$ cat src/rtl/sram_arbiter.sv
// Round-robin arbiter sharing one 32-bit sram_controller port among NUM_REQ
// requesters. One transaction is outstanding at a time. Misaligned or
// out-of-range word addresses are rejected without touching the SRAM, and a
// watchdog bounds the time spent waiting on the controller.
module sram_arbiter #(
   parameter int NUM_REQ = 4,
   parameter int ADDR_W  = 9,
   parameter int DATA_W  = 32,
   parameter int TIMEOUT = 255
) (
   input  logic                      clk,
   input  logic                      rst,
   input  logic [NUM_REQ-1:0]        req,
   input  logic [NUM_REQ-1:0]        req_we,
   input  logic [NUM_REQ*ADDR_W-1:0] req_addr,
   input  logic [NUM_REQ*DATA_W-1:0] req_wdata,
   output logic [NUM_REQ-1:0]        gnt,
   output logic [NUM_REQ-1:0]        done,
   output logic                      err,
   output logic [DATA_W-1:0]         rdata,
   output logic                      mem_read,
   output logic                      mem_write,
   output logic [ADDR_W-1:0]         mem_addr,
   output logic [DATA_W-1:0]         mem_wdata,
   input  logic                      mem_ready,
   input  logic [DATA_W-1:0]         mem_rdata
);

   localparam int PTR_W = (NUM_REQ > 1) ? $clog2(NUM_REQ) : 1;
   localparam int WD_W  = 10;
   // Last count value before the watchdog fires; the arbiter spends at most
   // TIMEOUT cycles in WAIT_BUSY + WAIT_DONE.
   localparam logic [WD_W-1:0] WD_LAST = WD_W'(TIMEOUT - 1);

   typedef enum logic [2:0] {IDLE, ISSUE, WAIT_BUSY, WAIT_DONE, REJECT} state_t;

   state_t             state, state_n;
   logic [PTR_W-1:0]   ptr, ptr_n;
   logic [PTR_W-1:0]   owner, owner_n;
   logic               we, we_n;
   logic [WD_W-1:0]    wdog, wdog_n;
   logic [NUM_REQ-1:0] gnt_n, done_n;
   logic               err_n, mem_read_n, mem_write_n;
   logic [DATA_W-1:0]  rdata_n, mem_wdata_n;
   logic [ADDR_W-1:0]  mem_addr_n;

   // Unflattened per-requester request fields
   logic [ADDR_W-1:0] addr_arr  [NUM_REQ];
   logic [DATA_W-1:0] wdata_arr [NUM_REQ];

   genvar g;
   generate
      for (g = 0; g < NUM_REQ; g++) begin : g_unpack
         assign addr_arr[g]  = req_addr[g*ADDR_W +: ADDR_W];
         assign wdata_arr[g] = req_wdata[g*DATA_W +: DATA_W];
      end
   endgenerate

   logic             found;
   logic [PTR_W-1:0] win, cand;
   logic [ADDR_W-1:0] win_addr;
   logic             legal;

   // Round-robin pick: first asserted req scanning from ptr with wrap
   always_comb begin
      found = 1'b0;
      win   = '0;
      cand  = '0;
      for (int k = 0; k < NUM_REQ; k++) begin
         cand = PTR_W'((int'(ptr) + k) % NUM_REQ);
         if (!found && req[cand]) begin
            found = 1'b1;
            win   = cand;
         end
      end
   end

   // Word access touches addr and addr+1: must be even and addr+1 must fit
   always_comb begin
      win_addr = addr_arr[win];
      legal    = (win_addr[0] == 1'b0) &&
                 (({1'b0, win_addr} + (ADDR_W+1)'(1)) <= {1'b0, {ADDR_W{1'b1}}});
   end

   // Next-state and next-output logic; every output is registered below
   always_comb begin
      state_n     = state;
      ptr_n       = ptr;
      owner_n     = owner;
      we_n        = we;
      wdog_n      = wdog;
      gnt_n       = '0;
      done_n      = '0;
      err_n       = err;
      rdata_n     = rdata;
      mem_read_n  = 1'b0;
      mem_write_n = 1'b0;
      mem_addr_n  = mem_addr;
      mem_wdata_n = mem_wdata;
      case (state)
         IDLE: begin
            // mem_ready gate also keeps us off a controller still busy
            // with a transaction the watchdog gave up on
            if (mem_ready && found) begin
               owner_n    = win;
               we_n       = req_we[win];
               gnt_n[win] = 1'b1;
               ptr_n      = (win == PTR_W'(NUM_REQ-1)) ? '0 : win + 1'b1;
               if (legal) begin
                  mem_addr_n  = win_addr;
                  mem_wdata_n = wdata_arr[win];
                  mem_write_n = req_we[win];
                  mem_read_n  = ~req_we[win];
                  state_n     = ISSUE;
               end else begin
                  state_n = REJECT;
               end
            end
         end
         ISSUE: begin
            wdog_n  = '0;
            state_n = WAIT_BUSY;
         end
         WAIT_BUSY: begin
            if (wdog == WD_LAST) begin
               done_n[owner] = 1'b1;
               err_n         = 1'b1;
               rdata_n       = '0;
               state_n       = IDLE;
            end else begin
               wdog_n = wdog + 1'b1;
               if (!mem_ready) state_n = WAIT_DONE;
            end
         end
         WAIT_DONE: begin
            // A real completion wins over a simultaneous timeout
            if (mem_ready) begin
               done_n[owner] = 1'b1;
               err_n         = 1'b0;
               rdata_n       = we ? '0 : mem_rdata;
               state_n       = IDLE;
            end else if (wdog == WD_LAST) begin
               done_n[owner] = 1'b1;
               err_n         = 1'b1;
               rdata_n       = '0;
               state_n       = IDLE;
            end else begin
               wdog_n = wdog + 1'b1;
            end
         end
         REJECT: begin
            done_n[owner] = 1'b1;
            err_n         = 1'b1;
            rdata_n       = '0;
            state_n       = IDLE;
         end
         default: state_n = IDLE;
      endcase
   end

   // State and output registers; reset aborts any transaction silently
   always_ff @(posedge clk or posedge rst) begin
      if (rst) begin
         state     <= IDLE;
         ptr       <= '0;
         owner     <= '0;
         we        <= 1'b0;
         wdog      <= '0;
         gnt       <= '0;
         done      <= '0;
         err       <= 1'b0;
         rdata     <= '0;
         mem_read  <= 1'b0;
         mem_write <= 1'b0;
         mem_addr  <= '0;
         mem_wdata <= '0;
      end else begin
         state     <= state_n;
         ptr       <= ptr_n;
         owner     <= owner_n;
         we        <= we_n;
         wdog      <= wdog_n;
         gnt       <= gnt_n;
         done      <= done_n;
         err       <= err_n;
         rdata     <= rdata_n;
         mem_read  <= mem_read_n;
         mem_write <= mem_write_n;
         mem_addr  <= mem_addr_n;
         mem_wdata <= mem_wdata_n;
      end
   end

endmodule

$ cat config.mk
export PLATFORM = sky130hd
export DESIGN_NAME = sram_arbiter
export DESIGN_NICKNAME = d
export VERILOG_FILES = /design/src/rtl/sram_arbiter.sv
export SDC_FILE = /design/constraint.sdc
export NUM_CORES = 1
export LEC_CHECK = 0
export CORE_MARGIN = 2
export CORE_UTILIZATION = 25
export DETAILED_ROUTE_END_ITERATION = 8
export SYNTH_ARGS = -nofsm -noshare
export SYNTH_HDL_FRONTEND = slang
export SYNTH_SLANG_ARGS = --single-unit
$ cat constraint.sdc
create_clock -name clk -period 3.32 [get_ports clk]
set_input_delay 0.332 -clock clk [delete_from_list [all_inputs] [get_ports clk]]
set_output_delay 0.332 -clock clk [all_outputs]
set_load 0.005 [all_outputs]
==> results by group, run 1 <==
Status
  • Outcome: finished clean

Timing
  • Slew Limit Fails: 0
  • Final period util: 0.745
  • Setup violations, final: 0
  • Setup ws final: 847 ps
  • Fmax achieved: 404 MHz
  • Clock Skew: 10.3 ps
  • Worst-Margin Slew: 924 ps
  • Final min period: 2470 ps
  • RSZ-0062 raised after global routing: false
  • Hold Slack: 446 ps
  • Slew Limit Headroom: 0.384
  • Setup tns final: 0 ps
  • Final Hold Vio Count: 0

Yosys
  • Mapped cell area: 5470 µm²
  • Synthesis warning total: 0
  • Dominant synthesized flop cell: dfrtp_1
  • XOR/XNOR Fraction of Synth Area: 0.0112
  • Mux contribution to synthesized area: 0.338
  • Main combinational cell family by area after synthesis: multiplexers
  • Post-Syn Nets: 640
  • Avg Inst Size Synth: 12.8 µm²
  • Flops & latches, synth: 102
  • Simple-gate share of the synthesized area: 0.0594
  • Async SR Flop Fraction: 1.00
  • Number of synthesized flops with an enable pin: 0
  • Library cells used by synthesis: 38
  • Adder-Cell Fraction of Synth Area: 0.0137
  • Gate Count Post-Synth: 427
  • Compound-gate portion of the synthesized area: 0.0757
  • Post-synthesis sequential area ratio: 0.466

GRT
  • First-pass GRT wire length: 25600 µm
  • Initial antenna violation count: 1
  • Gr usage total: 0.138
  • Largest net degree at the start of global routing: 87
  • Vias in the first global route: 4816
  • Congestion Overflow GR: 0

Final layout
  • Most frequent cells in the layout: clkdlybuf4s50_1 (290), mux2i_1 (124), dfrtp_1 (102)
  • Filler instances: 2030
  • Area growth from synthesis to layout: 64.3%
  • Share of cells above drive strength 1: 0.0948
  • Multi-input combinational cell area: 2740 µm²
  • FF+latch area: 2550 µm²
  • Commonest non-fill, non-tap cell in the layout: clkdlybuf4s50_1
  • Final-stage net count: 926
  • Post-layout util: 0.415

Detailed routing
  • Metal3 WL: 1090 µm
  • Post-route ant nets: 0
  • DR pass1 iterations: 4
  • Met2 routed WL: 8340 µm
  • # DRC: 0
  • Vias per cell: 4.51
  • Final wirelength: 16000 µm
  • Routed met1 length: 6200 µm
  • Via Count: 4499
  • WL/cell: 16.0 µm
  • Highest metal used: met4
  • DRT iter0 DRCs: 176

Worst setup path
  • Top delay family on crit path: buffers and inverters
  • Critical path cell sequence: clkdlybuf4s50_1 > nand2b_1 > a21oi_1 > a211o_1 > nor2_1 > a22o_2 > buf_12 > mux2_1
  • Critical Path Source Type: input port
  • Kind of critical path: in -> reg
  • Critical path peak fanout: 29
  • Slowest stage cell on the critical path: clkdlybuf4s50_1
  • Max incr delay on CP: 540 ps
  • Critical path data required time: 3550 ps
  • Worst path arrival time: 2700 ps
  • Crit. End Element: flop
  • CP Buf/Inv Count: 2

Floorplan
  • Row count: 54
  • Initial core utilization: 0.252
  • Die height: 152 µm
  • DIE WIDTH: 152 µm
  • Ports: 291
  • DIE AREA: 23100 µm²
  • Core ar.: 21700 µm²

CTS
  • Post-CTS Hold Fix Bufs: 0
  • Clock sink count: 102
  • H-tree depth: 3
  • Root Driver: clkbuf_16
  • TritonCTS clock tree: built
  • Post-cts resize count: 0
  • Worst skew pair latency: 340 ps
  • Reg clk slew, reported paths: 70 ps
  • Num CTS Buffers: 9
  • Max Root-Sink Buffers: 2
  • Post-CTS setup buffers: 0

Power and ir drop
  • Sw Ratio: 0.309
  • Power per Cell Area: 678 nW/µm²
  • Lkg Pwr: 4.14 nW
  • Overall power: 6.10 mW
  • Seq pwr share: 0.334
  • Sw Pwr: 1.88 mW
  • Comb pwr share: 0.493
  • Peak VDD IR: 0.292 mV
  • Internal power: 4.22 mW
  • Clock power frac: 0.173

Run
  • Max Cap Viol: 0

Placed design
  • Dpl ws: 482 ps
  • Gp weighted congestion: 0.841
  • Number of port buffers: 290
  • Post-DP HPWL: 12600 µm

Min path
  • HP Class: in -> async
## worst paths after layout
path / start / end / slack (ps) / cells past startpoint
min in group clk: mem_addr[4] / mem_addr[4] / 490 / 1
worst max-delay path: req[1] / mem_addr[6] / 850 / 8
max in group asynchronous: rst / rdata[22] / 2070 / 3
worst min register to register: mem_addr[4] / mem_addr[4] / 490 / 1
worst min-delay path: rst / rdata[15] / 450 / 2
worst max register to register: ptr[1] / mem_addr[6] / 870 / 7
## power by group through the flow
stage	logic [mW]	registers [mW]	clock network (mW)
finish	3.01	2.04	1.05
global placement	3.00	2.04	0
CTS	3.06	2.04	1.10
detailed placement	3.05	2.05	0
floorplan	1.58	2.03	0
global route	3.24	2.11	1.15
## cell families (layout without fill, tap and decap cells)
logic type / after synthesis / count (layout)
muxes: 166 / 166
DFF: 102 / 102
and+or+nand+nor: 60 / 60
AOI/OAI and AO/OA: 53 / 53
buffers and inverters: 33 / 323
xor gates and xnor gates: 7 / 7
adders and majority gates: 6 / 6
other: 0 / 1
## through the flow
step / instances / instance area (µm²)
final: 998 / 8990
after CTS: 997 / 8990
after detailed placement: 982 / 8690
after global routing: 998 / 8990
after global placement: 982 / 8690
after floorplan: 427 / 5470
## registers in the layout, summed over array words and instances, names as in the netlist
register	flops
mem_wdata	32
rdata	32
wdog	10
mem_addr	9
done	4
gnt	4
state	3
owner	2
ptr	2
err	1
mem_read	1
mem_write	1
we	1
## per-layer routing
metal / vias to the layer above / GRT usage
met2: 203 / 0.245
met5: - / 0
li1: 2136 / -
met1: 2141 / 0.158
met3: 19 / 0.0362
met4: 0 / 0.0561
## Yosys cell counts (all sizes together) (3+ instances only)
library cell	instances	area share
nand2b	4	0.0046
and3	4	0.0046
a22o	33	0.053
ha	6	0.014
inv	7	0.0048
nor3b	4	0.0055
dfrtp	102	0.47
xor2	6	0.0096
mux2	42	0.11
a21o	4	0.0055
o22ai	3	0.0046
a21oi	7	0.0064
nor2	15	0.010
mux2i	124	0.23
and2	5	0.0057
nand4	6	0.0069
nand2	11	0.0075
o21ai	4	0.0037
buf	22	0.028
clkbuf	3	0.0021
## area by class of cell
class / count / share of cell area
repair buffers: 300 / 0.335
multi-input cells: 292 / 0.305
flip-flops and latches: 102 / 0.284
well taps: 280 / 0.0390
clock buffers: 10 / 0.0266
clock inverters: 5 / 0.00640
inverters: 8 / 0.00376
diodes: 1 / 0.000278
## worst reg2reg max path, delay by kind of cell (launching register included)
kind	cells	cell delay, ps
buffers and inverters	1	280
muxes	2	600
AOI/OAI and AO/OA	4	990
DFF	1	470
Power figures use the tool's default switching activity.
==> inputs of run 2 (changes only) <==
Clock period 3.32 ns to 2.1 ns, I/O delays scaled along.
==> run 2 against run 1 <==
Effect of this change:
- final cell count up 2.9%
- critical path depth increased by 1
- clock skew down 3.3 ps
- die area is the same
- power is 66% higher
- critical path type unchanged
==> results by group, run 2 (synthesis results as in run 1) <==
Worst setup path
  • Critical path cell sequence: clkdlybuf4s50_1 > o22ai_1 > a211o_1 > clkinv_2 > nor2_4 > a22o_4 > buf_12 > clkbuf_16 > mux2_4
  • Critical path peak fanout: 7 (-76%)
  • Max incr delay on CP: 550 ps (about the same)
  • Crit. End Element: flop
  • Critical Path Source Type: input port
  • Kind of critical path: in -> reg
  • Critical path data required time: 2330 ps (-1220 ps)
  • Slowest stage cell on the critical path: clkdlybuf4s50_1
  • RR Startpoint: ptr[1]
  • Worst path arrival time: 2310 ps (-390 ps)
  • Critical Path Start: req[3]
  • CP Buf/Inv Count: 4 (+2)
  • Top delay family on crit path: buffers and inverters

Timing
  • Final period util: 0.990
  • Final Hold Vio Count: 0 (unchanged)
  • Worst-Margin Slew: 544 ps (-380 ps)
  • Setup violations, final: 0 (unchanged)
  • Slew Limit Fails: 0 (unchanged)
  • RSZ-0062 raised after global routing: true
  • Final min period: 2080 ps
  • Clock Skew: 7.04 ps (-3.31 ps)
  • Fmax achieved: 481 MHz
  • Slew Limit Headroom: 0.636 (+0.253)
  • Setup tns final: 0 ps (unchanged)

Power and ir drop
  • Peak VDD IR: 0.351 mV (+20%)
  • Overall power: 10.1 mW (+66%)
  • Power per Cell Area: 1070 nW/µm² (+58%)
  • Lkg Pwr: 4.35 nW (+5.1%)

Final layout
  • Area growth from synthesis to layout: 72.1%
  • Design Area, Final: 9420 µm² (+4.8%)
  • Post-layout util: 0.434 (+0.0198)
  • Final-stage net count: 957 (+3.3%)
  • Most frequent cells in the layout: clkdlybuf4s50_1 (289), mux2i_1 (122), dfrtp_1 (102)
  • Commonest non-fill, non-tap cell in the layout: clkdlybuf4s50_1
  • Ant. Diodes: 0 (-1)
  • Share of cells above drive strength 1: 0.146 (+0.0511)
  • Regs by FF count: mem_wdata: 32 flops, rdata: 32 flops, wdog: 10 flops
  • Finished Layout Cells: 1027 (+2.9%)

Placed design
  • Number of port buffers: 290 (unchanged)
  • Post-DP HPWL: 13000 µm (+3.1%)
  • DP Cell Count: 1005 (+2.3%)
  • Placed cell areas: 8920 µm² (+2.6%)
  • Gp weighted congestion: 0.810 (-3.6%)

CTS
  • Max Root-Sink Buffers: 2 (unchanged)
  • Reg clk slew, reported paths: 70 ps (about the same)
  • H-tree depth: 3 (unchanged)
  • Clock sink count: 102 (unchanged)
  • Root Driver: clkbuf_16
  • Worst skew pair latency: 340 ps (about the same)
  • Num CTS Buffers: 9 (unchanged)
  • TritonCTS clock tree: built

Floorplan
  • DIE WIDTH: 152 µm (unchanged)
  • Core ar.: 21700 µm² (unchanged)
  • Row count: 54 (unchanged)
  • Ports: 291 (unchanged)
  • DIE AREA: 23100 µm² (unchanged)
  • Initial core utilization: 0.252 (unchanged)
  • Die height: 152 µm (unchanged)

GRT
  • Gr usage total: 0.142 (+0.00381)
  • Vias in the first global route: 4929 (+2.3%)
  • First-pass GRT wire length: 26500 µm (+3.5%)
  • Congestion Overflow GR: 0 (unchanged)
  • Initial antenna violation count: 0 (-1)
  • Largest net degree at the start of global routing: 37 (-57%)

Status
  • Outcome: finished clean

Detailed routing
  • # DRC: 0 (unchanged)
  • DR pass1 iterations: 4 (unchanged)
  • Vias per cell: 4.45 (-1.4%)
  • Via Count: 4567 (+1.5%)
  • DRT iter0 DRCs: 132 (-25%)
  • WL/cell: 16.3 µm (+1.3%)
  • Post-route ant nets: 0 (unchanged)
  • Final wirelength: 16700 µm (+4.3%)

Run
  • Max Cap Viol: 0 (unchanged)

Min path
  • HP Class: in -> async
[run 2: cell types whose count changed in the layout (fill, tap and decap cells not counted), sizes merged]
cell | previous run | this run
clkinv | 4 | 1
dlymetal6s2s | 0 | 1
clkbuf | 10 | 14
clkinvlp | 0 | 1
diode | 1 | 0
inv | 8 | 6
buf | 10 | 40
clkdlybuf4s50 | 290 | 289
[run 2: layout make-up]
| class | instances | area [µm²] |
|---|---|---|
| timing repair buffer | 331 | 3370 |
| tap | 280 | 350 |
| inverter | 8 | 35.0 |
| clock buffer | 13 | 260 |
| multi-input combinational | 292 | 2820 |
| sequential | 102 | 2550 |
| fill | 2003 | 12300 |
| clock inverter | 1 | 30.0 |
[run 2: metrics by stage]
step | setup slack [ps] | hold slack, ps
4_1_cts | -21.8 | 276
3_5_place_dp | -436 | 477
2_1_floorplan | 145 | 343
5_1_grt | -58.8 | 310
6_report | 20.8 | 267
3_3_place_gp | -345 | 479
[run 2: worst reg2reg max path: cells and delay by family (launching register included)]
family                 cells  cell delay [ps]
AOI/OAI and AO/OA          4              780
muxes                      2              480
DFF                        1              390
buffers and inverters      2              310
[run 2: final timing paths]
path / slack [ps] / cells after the start / end
min reg2reg: 500 / 2 / mem_addr[0]
min: 270 / 2 / rdata[10]
max reg2reg: 30 / 8 / mem_wdata[4]
min in group clk: 470 / 2 / rdata[28]
max in group asynchronous: 1260 / 3 / mem_wdata[7]
max: 20 / 9 / mem_wdata[4]
[run 2: routing by layer]
metal / global-route usage / wire length, µm / vias to the layer above
met1: 0.172 / 6860 / 2180
met3: 0.0351 / 1010 / 16
met4: 0.0392 / 218 / 0
met5: 0 / 0 / -
met2: 0.251 / 8600 / 179
li1: - / - / 2192
[run 2: timing repair]
| item | 4_1_cts | 5_1_grt |
|---|---|---|
| setup endpoints to repair | 32 | 64 |
| hold buffers | 0 | 0 |
| pin swaps | 2 | 3 |
| resized for setup | 3 | 21 |
| gates cloned | 1 | 1 |
| setup buffers | 3 | 4 |
[run 2: where the power goes]
group | switching (mW) | internal, mW | total, mW
registers | 0.501 | 2.72 | 3.23
logic | 1.85 | 3.34 | 5.19
clock network | 0.705 | 0.978 | 1.68
==> inputs of run 3 (changes only) <==
Settings changed: CAP_MARGIN from default to 20.
==> results of run 3 <==
The final DEF is identical to that of run 2; final timing and power are the same.
